### src/rtl/ysyx_22050078_hazard_scoreboard_pkg.sv
// Shared widths and stage indices for the forwarding / hazard unit.
package ysyx_22050078_hazard_scoreboard_pkg;

    localparam int unsigned CPU_WIDTH  = 64;
    localparam int unsigned REG_ADDRW  = 5;
    localparam int unsigned NREAD_DEF  = 2;
    localparam int unsigned NSTAGE_DEF = 3;
    localparam int unsigned STAGE_EX   = 0;

endpackage

### src/rtl/ysyx_22050078_fwd_mux.sv
// Priority operand select for one source port: x0, in-flight stages (youngest first),
// long-latency write-back, then regfile.
module ysyx_22050078_fwd_mux
    import ysyx_22050078_hazard_scoreboard_pkg::*;
#(
    parameter int unsigned XLEN   = CPU_WIDTH,
    parameter int unsigned REGW   = REG_ADDRW,
    parameter int unsigned NSTAGE = NSTAGE_DEF
) (
    input  logic [REGW-1:0]        rs_addr,
    input  logic [NSTAGE-1:0]      fwd_wen,
    input  logic [NSTAGE-1:0]      fwd_rdy,
    input  logic [NSTAGE*REGW-1:0] fwd_rd_addr,
    input  logic [NSTAGE*XLEN-1:0] fwd_data,
    input  logic                   lc_wen,
    input  logic [REGW-1:0]        lc_rd_addr,
    input  logic [XLEN-1:0]        lc_data,
    input  logic [XLEN-1:0]        reg_rdata,
    output logic [XLEN-1:0]        data,
    output logic                   hit,
    output logic                   notready
);

    logic found;

    always_comb begin
        data     = reg_rdata;
        hit      = 1'b0;
        notready = 1'b0;
        found    = 1'b0;
        if (rs_addr == '0) begin
            data  = '0;
            found = 1'b1;
        end
        for (int s = 0; s < NSTAGE; s++) begin
            if (!found && fwd_wen[s] && fwd_rd_addr[s*REGW +: REGW] == rs_addr) begin
                found    = 1'b1;
                hit      = 1'b1;
                notready = !fwd_rdy[s];
                // A not-ready hit still blocks older sources; the stall covers the stale value.
                if (fwd_rdy[s]) begin
                    data = fwd_data[s*XLEN +: XLEN];
                end
            end
        end
        if (!found && lc_wen && lc_rd_addr == rs_addr) begin
            hit  = 1'b1;
            data = lc_data;
        end
    end

endmodule

### src/rtl/ysyx_22050078_hazard_scoreboard.sv
// Operand forwarding, long-latency scoreboard, stall generation and the registered
// load->store data bypass.
module ysyx_22050078_hazard_scoreboard
    import ysyx_22050078_hazard_scoreboard_pkg::*;
#(
    parameter int unsigned XLEN   = CPU_WIDTH,
    parameter int unsigned REGW   = REG_ADDRW,
    parameter int unsigned NREAD  = NREAD_DEF,
    parameter int unsigned NSTAGE = NSTAGE_DEF
) (
    input  logic                   i_clk,
    input  logic                   i_rst_n,
    input  logic [NREAD*REGW-1:0]  i_id_rs_addr,
    input  logic [NREAD-1:0]       i_id_rs_used,
    input  logic                   i_id_sten,
    input  logic                   i_id_lcen,
    input  logic [REGW-1:0]        i_id_rd_addr,
    input  logic                   i_id_fire,
    input  logic                   i_flush,
    input  logic [NSTAGE-1:0]      i_fwd_wen,
    input  logic [NSTAGE-1:0]      i_fwd_rdy,
    input  logic [NSTAGE*REGW-1:0] i_fwd_rd_addr,
    input  logic [NSTAGE*XLEN-1:0] i_fwd_data,
    input  logic                   i_lc_wen,
    input  logic [REGW-1:0]        i_lc_rd_addr,
    input  logic [XLEN-1:0]        i_lc_data,
    input  logic [NREAD*XLEN-1:0]  i_reg_rdata,
    input  logic [XLEN-1:0]        i_ex_rs2,
    input  logic [XLEN-1:0]        i_ls_lsres,
    output logic [NREAD*XLEN-1:0]  o_rs_data,
    output logic                   o_stall,
    output logic [XLEN-1:0]        o_st_data,
    output logic [REGW:0]          o_sb_cnt
);

    localparam int unsigned NREG = 2 ** REGW;
    localparam int unsigned STP  = NREAD - 1;

    logic [NREG-1:0]  pend_q, pend_d;
    logic [REGW:0]    cnt_q, cnt_d;
    logic             ldst_q;
    logic [NREAD-1:0] fwd_hit, fwd_nr, ex_first;
    logic [REGW-1:0]  rd_ex;
    logic             load_use, sb_hit, waw, ldst_bp;
    logic             sb_set, sb_clr, same_addr, cnt_inc, cnt_dec;

    assign rd_ex = i_fwd_rd_addr[STAGE_EX*REGW +: REGW];

    for (genvar k = 0; k < NREAD; k++) begin : g_port
        ysyx_22050078_fwd_mux #(
            .XLEN  (XLEN),
            .REGW  (REGW),
            .NSTAGE(NSTAGE)
        ) u_fwd_mux (
            .rs_addr    (i_id_rs_addr[k*REGW +: REGW]),
            .fwd_wen    (i_fwd_wen),
            .fwd_rdy    (i_fwd_rdy),
            .fwd_rd_addr(i_fwd_rd_addr),
            .fwd_data   (i_fwd_data),
            .lc_wen     (i_lc_wen),
            .lc_rd_addr (i_lc_rd_addr),
            .lc_data    (i_lc_data),
            .reg_rdata  (i_reg_rdata[k*XLEN +: XLEN]),
            .data       (o_rs_data[k*XLEN +: XLEN]),
            .hit        (fwd_hit[k]),
            .notready   (fwd_nr[k])
        );
        // EX has top priority, so any EX match is the first hit.
        assign ex_first[k] = i_fwd_wen[STAGE_EX] && rd_ex == i_id_rs_addr[k*REGW +: REGW]
                             && rd_ex != '0;
    end

    always_comb begin
        load_use = 1'b0;
        sb_hit   = 1'b0;
        for (int k = 0; k < NREAD; k++) begin
            if (i_id_rs_used[k] && fwd_nr[k]
                && !(k == STP && i_id_sten && ex_first[k])) begin
                load_use = 1'b1;
            end
            if (i_id_rs_used[k] && pend_q[i_id_rs_addr[k*REGW +: REGW]] && !fwd_hit[k]) begin
                sb_hit = 1'b1;
            end
        end
    end

    assign waw     = i_id_lcen && pend_q[i_id_rd_addr]
                     && !(i_lc_wen && i_lc_rd_addr == i_id_rd_addr);
    assign o_stall = load_use | sb_hit | waw;
    assign ldst_bp = i_id_sten && i_fwd_wen[STAGE_EX] && !i_fwd_rdy[STAGE_EX] && ex_first[STP];

    assign sb_set    = i_id_fire && i_id_lcen && !i_flush && i_id_rd_addr != '0;
    assign sb_clr    = i_lc_wen && i_lc_rd_addr != '0;
    assign same_addr = sb_set && sb_clr && i_id_rd_addr == i_lc_rd_addr;
    // Only clears of pending entries count, so the counter cannot underflow.
    assign cnt_inc   = sb_set && !pend_q[i_id_rd_addr] && !same_addr;
    assign cnt_dec   = sb_clr && pend_q[i_lc_rd_addr] && !same_addr;

    always_comb begin
        pend_d = pend_q;
        if (sb_clr) begin
            pend_d[i_lc_rd_addr] = 1'b0;
        end
        if (sb_set) begin
            pend_d[i_id_rd_addr] = 1'b1;
        end
        cnt_d = cnt_q;
        if (cnt_inc && !cnt_dec) begin
            cnt_d = cnt_q + 1'b1;
        end else if (cnt_dec && !cnt_inc) begin
            cnt_d = cnt_q - 1'b1;
        end
    end

    always_ff @(posedge i_clk or negedge i_rst_n) begin
        if (!i_rst_n) begin
            pend_q <= '0;
            cnt_q  <= '0;
            ldst_q <= 1'b0;
        end else begin
            pend_q <= pend_d;
            cnt_q  <= cnt_d;
            ldst_q <= ldst_bp && i_id_fire && !i_flush;
        end
    end

    assign o_st_data = ldst_q ? i_ls_lsres : i_ex_rs2;
    assign o_sb_cnt  = cnt_q;

endmodule

### config.mk
export PLATFORM = sky130hd
export DESIGN_NAME = ysyx_22050078_hazard_scoreboard
export DESIGN_NICKNAME = d
export VERILOG_FILES = /design/src/rtl/ysyx_22050078_hazard_scoreboard_pkg.sv /design/src/rtl/ysyx_22050078_fwd_mux.sv /design/src/rtl/ysyx_22050078_hazard_scoreboard.sv
export SDC_FILE = /design/constraint.sdc
export NUM_CORES = 1
export LEC_CHECK = 0
export CAP_MARGIN = 20
export CELL_PAD_IN_SITES_DETAIL_PLACEMENT = 2
export CELL_PAD_IN_SITES_GLOBAL_PLACEMENT = 2
export CORE_AREA = 2 2 300 302
export CTS_CLUSTER_DIAMETER = 80
export DETAILED_ROUTE_END_ITERATION = 10
export DIE_AREA = 0 0 302 304
export PLACE_DENSITY_LB_ADDON = 0.12
export SLEW_MARGIN = 20
export SYNTH_ARGS = -nofsm -noshare
export SYNTH_HDL_FRONTEND = slang
export SYNTH_SLANG_ARGS = --single-unit
### constraint.sdc
create_clock -name i_clk -period 4.9 [get_ports i_clk]
set_input_delay 1.47 -clock i_clk [delete_from_list [all_inputs] [get_ports i_clk]]
set_output_delay 1.47 -clock i_clk [all_outputs]
set_load 0.05 [all_outputs]
; After elaboration in Yosys (flattened, before gate mapping)
; Cells that the tools add are included.
[totals]
ff_bits = 39
output_inout_bits = 199
word_cells = 159
[classes]
add_sub_neg = 2
n_lt_le_gt_ge = 6
eq_ne = 10
muxes = 59
bitwise_logic = 5
n_reduce_logical = 74
[op_table]
columns = op, n
row1 = 64-bit two-way mux, 17
row2 = 32-bit two-way mux, 2
row3 = 5-bit equality test, 10
row4 = 1-bit logical AND, 48
row5 = 32-bit AND, 1
row6 = 1-bit two-way mux, 32
row7 = 32-bit inverter, 1
row8 = 32-bit bitwise OR, 1
row9 = "5-bit by 6-bit < comparator with 1-bit output, second input constant", 4
row10 = 1-bit binary-select mux with 5-bit select, 4
row11 = 1-bit zero test, 20
row12 = 5-bit nonzero test, 3
row13 = 6-bit two-way mux, 2
row14 = 1-bit demux with 5-bit select, 2
row15 = "5-bit by 1-bit greater-or-equal comparator with 1-bit output, second input constant", 2
row16 = 5-bit zero test, 2
row17 = "6-bit by 1-bit adder with 6-bit output, second input constant", 1
row18 = "6-bit by 1-bit subtractor with 6-bit output, second input constant", 1
row19 = 1-bit bitwise OR, 2
row20 = 2-bit nonzero test, 1

; Logic depth before layout (Yosys ltp)
[depth]
depth_word = 24
depth_mapped = 17
depth_no_buf = 15

; Modules after synthesis
; Synthesis repeated with hierarchy kept, for this count alone.
[hier_totals]
cells_unflattened = 1398
hier_area_um2 = 9908.3
[modules_own_cells]
columns = mod, n_inst, cells_each, area_per_inst_um2, seq_area_each_um2
row1 = ysyx_22050078_fwd_mux, 2, 496, 3012.9, 0.0
row2 = ysyx_22050078_hazard_scoreboard, 1, 406, 3882.5, 975.9

; Least setup slack after synthesis
; Ideal clock, no wire load.
[synth_timing]
path_type = input port to output port
startpoint = input port i_id_rs_addr[7]
endpoint = output port o_rs_data[100]
t_arrival_ps = 4146
t_required_ps = 3430
slack_ps = -716
cell_stages = 10
n_path_buf = 4
cell_sequence = buf_2 or2_1 or4_1 buf_2 a21boi_4 and2_1 buf_6 buf_6 a221o_1 a31oi_1
[synth_via]
elab_chain_cells = 18
word_cells_on_any_way = 29
classes_between = eq/ne: 4 / mux: 12 / reduce/logical: 13
[synth_rtl]
columns = element, line
row1 = "start, declared", ysyx_22050078_hazard_scoreboard.sv:13  ; input logic [NREAD*REGW-1:0] i_id_rs_addr,
row2 = 5-bit zero test, ysyx_22050078_fwd_mux.sv:31  ; if (rs_addr == '0) begin
row3 = 1-bit two-way mux, ysyx_22050078_fwd_mux.sv:31
row4 = 1-bit zero test, ysyx_22050078_fwd_mux.sv:36  ; if (!found && fwd_wen[s] && fwd_rd_addr[s*REGW +: REGW] == rs_addr) begin
row5 = 1-bit logical AND (2 in series), ysyx_22050078_fwd_mux.sv:36
row6 = 1-bit two-way mux, ysyx_22050078_fwd_mux.sv:36
row7 = 1-bit zero test, ysyx_22050078_fwd_mux.sv:36
row8 = 1-bit logical AND (2 in series), ysyx_22050078_fwd_mux.sv:36
row9 = 1-bit two-way mux, ysyx_22050078_fwd_mux.sv:36
row10 = 1-bit zero test, ysyx_22050078_fwd_mux.sv:36
row11 = 1-bit logical AND (2 in series), ysyx_22050078_fwd_mux.sv:36
row12 = 1-bit two-way mux, ysyx_22050078_fwd_mux.sv:36
row13 = 1-bit zero test, ysyx_22050078_fwd_mux.sv:46  ; if (!found && lc_wen && lc_rd_addr == rs_addr) begin
row14 = 1-bit logical AND (2 in series), ysyx_22050078_fwd_mux.sv:46
row15 = 64-bit two-way mux *, ysyx_22050078_fwd_mux.sv:46
row16 = "end, declared", ysyx_22050078_hazard_scoreboard.sv:30  ; output logic [NREAD*XLEN-1:0] o_rs_data,
; Every way passes the cells marked *; elsewhere a longest branch is shown, timed or not.

; Final worst setup path
[layout_timing]
startpoint = input port i_id_rs_addr[9]
endpoint = output port o_rs_data[78]
; The elaborated chain is that of the path after synthesis.

==> summary.md <==
| Metric | Value |
|---|---|
| Status | `finished with violations` |
| Failing checks | `negative setup slack` |
| Crit path kind | `in -> out` |
| Max clock buf depth | `2` |
| Nets | `2960` |
| Htree depth | `2` |
| I/O pin count | `761` |
| Post-Route WL | `114.3 mm` |
| Final Setup Violations | `129` |
| RSZ-0062 raised after global routing | `true` |
| Most frequent cells in the layout | `clkdlybuf4s50_1, buf_12, buf_4` |
| Setup Skew | `0.006917 ns` |
| Worst path max stage delay | `0.37 ns` |
| Final period utilization | `108.1%` |
| 1st-iter DRT viols | `735` |
| # rows | `110` |
| Data required, critical path | `3.43 ns` |
| Core footprint | `0.08905 mm²` |
| CP endpoint kind | `output port` |
| #FFs+latches synth | `39` |
| Vias in the first global route | `17.96k` |
| Antenna Nets Post-Route | `0` |
| Fin. max-slew vios | `0` |
| Synthesized cell area | `0.01047 mm²` |
| CP Data Arrival Time | `3.83 ns` |
| Via density per instance | `4.636` |
| Final Hold Viols | `0` |
| F_max | `0.1888 GHz` |
| Detail Placement HPWL | `83.09 mm` |
| Mean routed wirelength per cell | `31.88 µm` |
| Vias | `16.62k` |
| Largest net degree at the start of global routing | `65` |
| Hold Path Class | `reg -> reg` |
| Worst-Skew Late Latency | `0.29 ns` |
| Syn Area/Cell | `7.341 µm²` |
| TritonCTS Buffers | `5` |
| First-pass GRT wire length | `151.0 mm` |
| Chip width | `302 µm` |
| Most common cell after layout, fill and taps aside | `clkdlybuf4s50_1` |
| Ys async rst share | `100.0%` |
| Root Buffer | `clkbuf_16` |
| Register area | `977.2 µm²` |
| Die height | `304 µm` |
| Minimum clock period | `5.296 ns` |
| Crit path launch type | `primary input` |
| Share of cells above drive strength 1 | `39.70%` |
| MaxCap Viol Count | `0` |
| CTS tree | `yes` |
| Routability cong. | `0.8948` |
| Setup_tns | `-39.27 ns` |
| Worst-Margin Slew | `0.9624 ns` |
| Clock slew at reported path FFs | `0.05 ns` |
| Dominant synthesized flop cell | `dfrtp_1` |
| # fillers | `9485` |
| Layout area overhead | `173.3%` |
| WP buf/inv | `7` |
| PnR worst setup slack | `-0.3960 ns` |
| Overflow after GRT | `0` |
| Critical-path cell list | `buf_8, buf_8, xor2_4, nor4_4, and4_4, buf_12, and2_4, buf_12, buf_12, buf_6, a221o_1, a31oi_4, buf_12` |
| PwrDens | `132.1 mW/mm²` |
| Yosys warns | `0` |
| Die Area | `0.09181 mm²` |
| Residual DRC | `0` |
| GRT Resource Usage Total | `22.96%` |
| Initial antenna violation count | `28` |
| Register area share after synthesis | `9.322%` |
| Footprint of the multi-input gates | `0.01177 mm²` |
| Mapped Cells | `1426` |
| Leak Pwr | `11.15 nW` |
| Synthesized net count | `1994` |
| Cell mode on critical path | `buf_12` |
| CTS sink cnt | `39` |
| Slew margin rel. | `35.84%` |
| R2R Setup Slk | `1.34 ns` |
| PortBufs | `760` |
| Initial Util | `11.76%` |
| Worst-path cell with the longest stage delay | `and4_4` |
| Distinct cells, synth | `62` |
| Iteration count of the initial detailed-routing pass | `5` |
| CP delay by family, top | `buffers and inverters` |
| Critical path peak fanout | `7` |
| Max IR drop VDD | `168.0 µV` |
| Total power | `3.779 mW` |
| EDFF count, synth | `0` |
[worst reg2reg max path, cell delays in order (launching register included)]
cell,delay [ns]
dfrtp_1,0.48
mux4_2,0.49
mux2_4,0.29
a2bb2oi_4,0.14
buf_4,0.12
nand2_1,0.11
a211oi_2,0.24
ha_1,0.20
inv_1,0.08
buf_4,0.14
buf_4,0.12
fa_1,0.38
a21oi_1,0.21
nor2_1,0.06
nor2_1,0.12
xor2_1,0.15
o21ai_0,0.09
[repair_timing]
action,in CTS,in global routing
setup buffers,63,68
resized for setup,387,171
cloned,31,20
endpoints found under the setup margin,133,131
hold buffers,0,0
pin swaps,218,158
[report_power, final]
group / internal (mW) / leakage (nW) / switching, mW
clock network: 0.254 / 0.0869 / 0.139
logic: 1.50 / 10.6 / 1.41
registers: 0.377 / 0.516 / 0.0919
total: 2.14 / 11.2 / 1.64
[cell type report]
class                   count  share of cell area, %
repair buffers           1127                  48.59
multi-input cells        1144                  41.13
well taps                1176                  5.142
flip-flops and latches     39                  3.415
inverters                  75                 0.9839
clock buffers               6                 0.4854
diodes                     15                 0.1312
clock inverters             2                 0.1224
[synth_stat cells, types with 7 or more instances]
master / instances / area share, %
buf_2: 52 / 2.5
a211o_1: 64 / 5.4
o21ai_0: 67 / 3.2
xor2_1: 23 / 1.9
mux2i_1: 70 / 6.7
dfrtp_1: 39 / 9.3
buf_1: 9 / 0.32
a2bb2oi_1: 65 / 5.4
nor4_1: 7 / 0.42
nor2_1: 75 / 2.7
nand3b_1: 8 / 0.57
mux2_2: 70 / 7.5
nor3_1: 67 / 3.2
and2_1: 70 / 4.2
buf_6: 8 / 0.86
a31oi_1: 65 / 3.9
nand2_1: 150 / 5.4
a21oi_1: 69 / 3.3
a32oi_1: 65 / 5.4
nand3_1: 16 / 0.76
mux4_2: 31 / 6.7
a221o_1: 64 / 6.1
inv_1: 75 / 2.7
xnor2_1: 27 / 2.3
clkbuf_1: 98 / 3.5
[path summary, 6_finish.rpt]
path	startpoint	to	cells past startpoint
setup / recovery	i_id_rs_addr[9]	o_rs_data[78]	13
hold / removal	pend_q[0]	pend_q[0]	0
setup reg to reg	pend_q[4]	o_sb_cnt[4]	16
hold reg to reg	pend_q[0]	pend_q[0]	0
max in group asynchronous	i_rst_n	ldst_q	1
min in group asynchronous	i_rst_n	pend_q[31]	1
[cell families (layout without fill, tap and decap cells)]
family,Yosys count,in the layout,synth area share [%]
XOR/XNOR,50,50,4.183
AND/OR/NAND/NOR,428,428,19.76
other,0,15,0
AO/OA/AOI/OAI,489,489,35.11
flip-flops,39,39,9.322
adder cells (fa/ha/maj),6,6,0.7888
buffers and inverters,243,1210,9.944
multiplexers,171,171,20.89
[state kept, by name, indices dropped and copies added (netlist names)]
register and cells:
o_sb_cnt 6, ldst_q 1, pend_q 32
[per-layer routing]
layer	GRT usage [%]	up-vias	share of wire, %
met5	0	-	0.083
met4	3.765	14	2.0
met3	3.006	109	4.2
met2	42.04	495	51
met1	28.69	8590	42
li1	-	7409	-
[through the flow]
| step | hold slack, ns | setup slack [ns] | instances | area, µm² | utilization, % |
|---|---|---|---|---|---|
| floorplan | 0.4744 | -0.3837 | 1426 | 12850 | - |
| global placement | 0.4667 | -0.9241 | 3400 | 24270 | 27.26 |
| detailed placement | 0.4857 | -0.9499 | 3400 | 24270 | 27.26 |
| CTS | 0.4943 | -0.5168 | 3498 | 27130 | 30.47 |
| global route | 0.5057 | -0.4816 | 3582 | 28610 | 32.13 |
| finish | 0.4650 | -0.3960 | 3584 | 28610 | 32.13 |
Power figures use the tool's default switching activity.
==> edit 1: new RTL, same settings <==
Set the package constant `STAGE_EX` to 1 (it was 0).
--- a/src/rtl/ysyx_22050078_hazard_scoreboard_pkg.sv
+++ b/src/rtl/ysyx_22050078_hazard_scoreboard_pkg.sv
@@ -5,7 +5,7 @@
     localparam int unsigned REG_ADDRW  = 5;
     localparam int unsigned NREAD_DEF  = 2;
     localparam int unsigned NSTAGE_DEF = 3;
-    localparam int unsigned STAGE_EX   = 0;
+    localparam int unsigned STAGE_EX   = 1;
 
 endpackage
 
Formal check against the unedited RTL: not equivalent (a bounded check fails within 4 cycles, from zero or initial values and one cycle with i_rst_n low).
==> edit 1 against the unedited design <==
The run still ends with setup timing left. Area after synthesis rose by 0.74%. Cell area increased by 3.5%. Critical endpoint is now o_rs_data[108]. Total power down 3.0%. Count of clock-buffer cells in the layout grew 1. Global-route usage down 0.062 points. Non-clock buffer count rose by 62. Largest power group unchanged. Wire length decreased by 0.28%. Worst setup slack worse by 0.043 ns. Sequential cell count stayed put.
==> edit 1: results (changes against the unedited design) <==
GRT Total Usage 0.2289 (-0.0006154); Starting DRT DRC Count 902 (+23%); via count 17.35k (+4.4%); GPL Wtd Cong 0.8709 (-2.7%); largest net degree at the start of global routing 66 (+1.5%); M1 GR Usage 0.2777 (-0.009195); clock-cell share of area 0.004649 (-0.001429); global-route wire length before repair 152.2 mm (+0.84%); switching share of power 0.4424 (+0.007469); crit path from i_id_rs_addr[6]; met2 Track Usage GR 0.4259 (+0.005441); share of cells above drive strength 1 0.4010 (+0.004012); # fillers 9544 (+0.62%); Final WS setup -0.4390 ns (-0.04297 ns); status finished with violations; initial antenna violation count 32 (+14%); dpl cells 3555 (+4.6%); Final setup viols 129 (unchanged); sequential share of power 0.127 (+0.003); met3 wire len 5.276 mm (+9.6%); Worst VDD drop 214.9 uV (+28%); sequential share of cell area 0.03301 (-0.001143); crit path capture o_rs_data[108]; Ant. Diodes 17 (+2); sequential-to-total area share from yosys stat 0.09254 (-0.0006857); HPWL after DPL 81.03 mm (-2.5%); clk_buf instances 7 (+1); Pint 2.044 mW (-4.3%); static leakage 11.95 nW (+7.1%); worst path arrival time 3.87 ns (+0.04 ns); Signal buffers 1189 (+5.5%); Most flops, register pend_q; Inverters, non-clock 140 (+87%); Syn Nets 2131 (+6.9%); Final TNS setup -42.92 ns (-3.645 ns); M3 GR Usage 0.03570 (+0.005640); multi-input logic area 0.01136 mm^2 (-3.4%); clk_skew 0.002741 ns (-0.004176 ns); FF-to-FF End o_sb_cnt[5]$_DFFE_PN0P_; WL/cell 30.11 um (-5.5%); vias in the first global route 19.38k (+7.9%); failing checks setup timing; final net count 3158 (+6.7%); Place WS -1.149 ns (-0.1993 ns); Non-clock buffer share 0.5096 (+0.02367); post-synth cell types 59 (-4.8%); Final Cell Area 0.02960 mm^2 (+3.5%); drt via density 4.585 (-1.1%); synth cell count leaders 278 x nand2_1, 142 x nor2_1, 140 x inv_1, 130 x a31oi_1, 92 x clkbuf_1; Max FO, Critical Path 6 (-1); Placed Instance Area 0.02438 mm^2 (+0.44%); multi-input gate count 1215 (+6.2%); Rel. slew slack 0.3580 (-0.0004040); DRT met1 WL 47.47 mm (-1.8%); slowest library cell on the worst path o211ai_1; RR Startpoint pend_q[15]$_DFF_PN0_; Met2 Wirelength 59.02 mm (+0.60%)
==> edit 1: cell count changes in the layout (fill, tap and decap cells not counted), sizes merged, moves of 8 or more <==
cell | unedited run | this run
nand2 | 150 | 278
clkbuf | 27 | 35
a21oi | 69 | 5
a2bb2oi | 65 | 0
o211ai | 6 | 69
nor2 | 75 | 142
nand3 | 16 | 75
nor3 | 67 | 8
clkdlybuf4s50 | 579 | 589
and2 | 70 | 4
a211o | 64 | 2
buf | 512 | 560
inv | 75 | 140
a31oi | 65 | 130
==> edit 1: logic make-up (layout without fill, tap and decap cells) <==
family,after synthesis,after routing,synth area share
flops,39,39,0.09254
buf+inv,309,1337,0.1277
other cells,0,17,0
simple gates,562,562,0.2278
fa+ha+maj,6,6,0.007830
compound gates,423,423,0.2940
xor+xnor,50,50,0.04152
mux,174,174,0.2087
==> edit 1: worst min-delay path by stage <==
stage | start | endpoint | slack (ns) | depth (start not counted)
final | pend_q[0]$_DFF_PN0_ | pend_q[0]$_DFF_PN0_ | 0.45 | 0
after global routing | pend_q[0]$_DFF_PN0_ | pend_q[0]$_DFF_PN0_ | 0.47 | 0
after CTS | pend_q[0]$_DFF_PN0_ | pend_q[0]$_DFF_PN0_ | 0.45 | 0
after detailed placement | pend_q[0]$_DFF_PN0_ | pend_q[0]$_DFF_PN0_ | 0.44 | 0
after global placement | pend_q[0]$_DFF_PN0_ | pend_q[0]$_DFF_PN0_ | 0.45 | 0
after floorplan | pend_q[0]$_DFF_PN0_ | pend_q[0]$_DFF_PN0_ | 0.47 | 1
==> edit 1: timing repair <==
item | 4_1_cts | 5_1_grt
hold buffers | 0 | 0
pin swaps | 265 | 196
gates cloned | 45 | 28
setup buffers | 123 | 37
setup endpoints to repair | 130 | 130
endpoints found under the hold margin | 0 | 0
resized for setup | 414 | 208
==> edit 2: new RTL, config.mk and constraints unchanged <==
Made on the original files. Put one more register stage on the output `o_sb_cnt`. The value now appears one clock later. The other outputs are not delayed to match.
--- a/src/rtl/ysyx_22050078_hazard_scoreboard.sv
+++ b/src/rtl/ysyx_22050078_hazard_scoreboard.sv
@@ -125,7 +125,9 @@
     end
 
     assign o_st_data = ldst_q ? i_ls_lsres : i_ex_rs2;
-    assign o_sb_cnt  = cnt_q;
+    always_ff @(posedge i_clk) begin
+        o_sb_cnt <= cnt_q;
+    end
 
 endmodule
 
Formal check against the unedited RTL: not equivalent (a bounded check fails within 4 cycles, from zero or initial values and one cycle with i_rst_n low).
==> edit 2 against the unedited design <==
The flow still finishes with violations (setup timing). Total power fell by 1.7%. Worst setup slack got worse by 0.16 ns. Sequential cell count increased by 6. Clock power fell by 11%. Largest power group unchanged. Wire length is 3.7% lower. Area after synthesis decreased by 5.1%. Synthesized cell count rose by 0.42%. Cell area is 5.4% lower. Highest routed layer unchanged. Cell count fell by 0.14%.
==> edit 2: results (changes against the unedited design) <==
status finished with violations; failing checks setup timing; Final setup viols 129 (unchanged); worst path arrival time 3.98 ns (+0.15 ns); dpl cells 3418 (+0.53%); M1 GR Usage 0.2701 (-0.01676); Met2 Wirelength 55.92 mm (-4.7%); Final WS setup -0.5539 ns (-0.1579 ns); clk_skew 0.005324 ns (-0.001593 ns); vias in the first global route 17.93k (-0.14%); sw power 1.610 mW (-2.0%); share of cells above drive strength 1 0.4075 (+0.01051); post-synth cell types 60 (-3.2%); slowest library cell on the worst path or4_4; global-route wire length before repair 149.1 mm (-1.2%); Placed Instance Area 0.02291 mm^2 (-5.6%); xor and xnor area share after synthesis 0.04497 (+0.003143); HPWL after DPL 83.17 mm (about the same); drt via density 4.556 (-1.7%); GRT Total Usage 0.2275 (-0.002100); HP Start cnt_q[5]$_DFFE_PN0P_; GPL Wtd Cong 0.9278 (+3.7%); Place WS -1.024 ns (-0.07443 ns); Crit path max-delay family simple AND/OR/NAND/NOR gates; synth cell count leaders 211 x nor2_1, 206 x nand2_1, 85 x nand3_1, 73 x clkbuf_1, 72 x o21ai_0; sequential share of power 0.145 (+0.021); largest cells by area after synthesis dfrtp_1 9.8%, nor2_1 8.0%, nand2_1 7.8%, mux2_2 7.6%, mux4_2 7.3%; Seq. pwr 540 uW (+15%); static leakage 10.08 nW (-9.6%); Post-Synth Adder-Cell Area 0.008314 (+0.0004263); DRT met1 WL 44.57 mm (-7.8%); sequential-to-total area share from yosys stat 0.1104 (+0.01713); Max FO, Critical Path 8 (+1); # fillers 9694 (+2.2%)
[edit 2: cell count changes after synthesis, sizes merged, moves of 65 or more]
cell / unedited run / this run
a2bb2oi: 65 / 0
nor2: 75 / 212
nand3: 16 / 86
mux2i: 70 / 5
o21a: 0 / 65
and2: 70 / 2
[edit 2: cell type report]
type / count / area [um^2] / share of cell area
Timing Repair Buffer: 1095 / 13360 / 0.4937
Multi-Input combinational cell: 1212 / 10870 / 0.4014
Tap cell: 1176 / 1471 / 0.05436
Sequential cell: 45 / 1097 / 0.04054
Clock buffer: 8 / 146.4 / 0.005408
Antenna cell: 30 / 75.07 / 0.002774
Inverter: 13 / 48.80 / 0.001803
[edit 2: worst max path at each step]
stage / slack (ns) / to
floorplan: -0.04 / o_rs_data[1]
global placement: -1.10 / o_rs_data[38]
detailed placement: -1.02 / o_rs_data[38]
CTS: -0.63 / o_stall
global route: -0.65 / o_stall
finish: -0.55 / o_stall
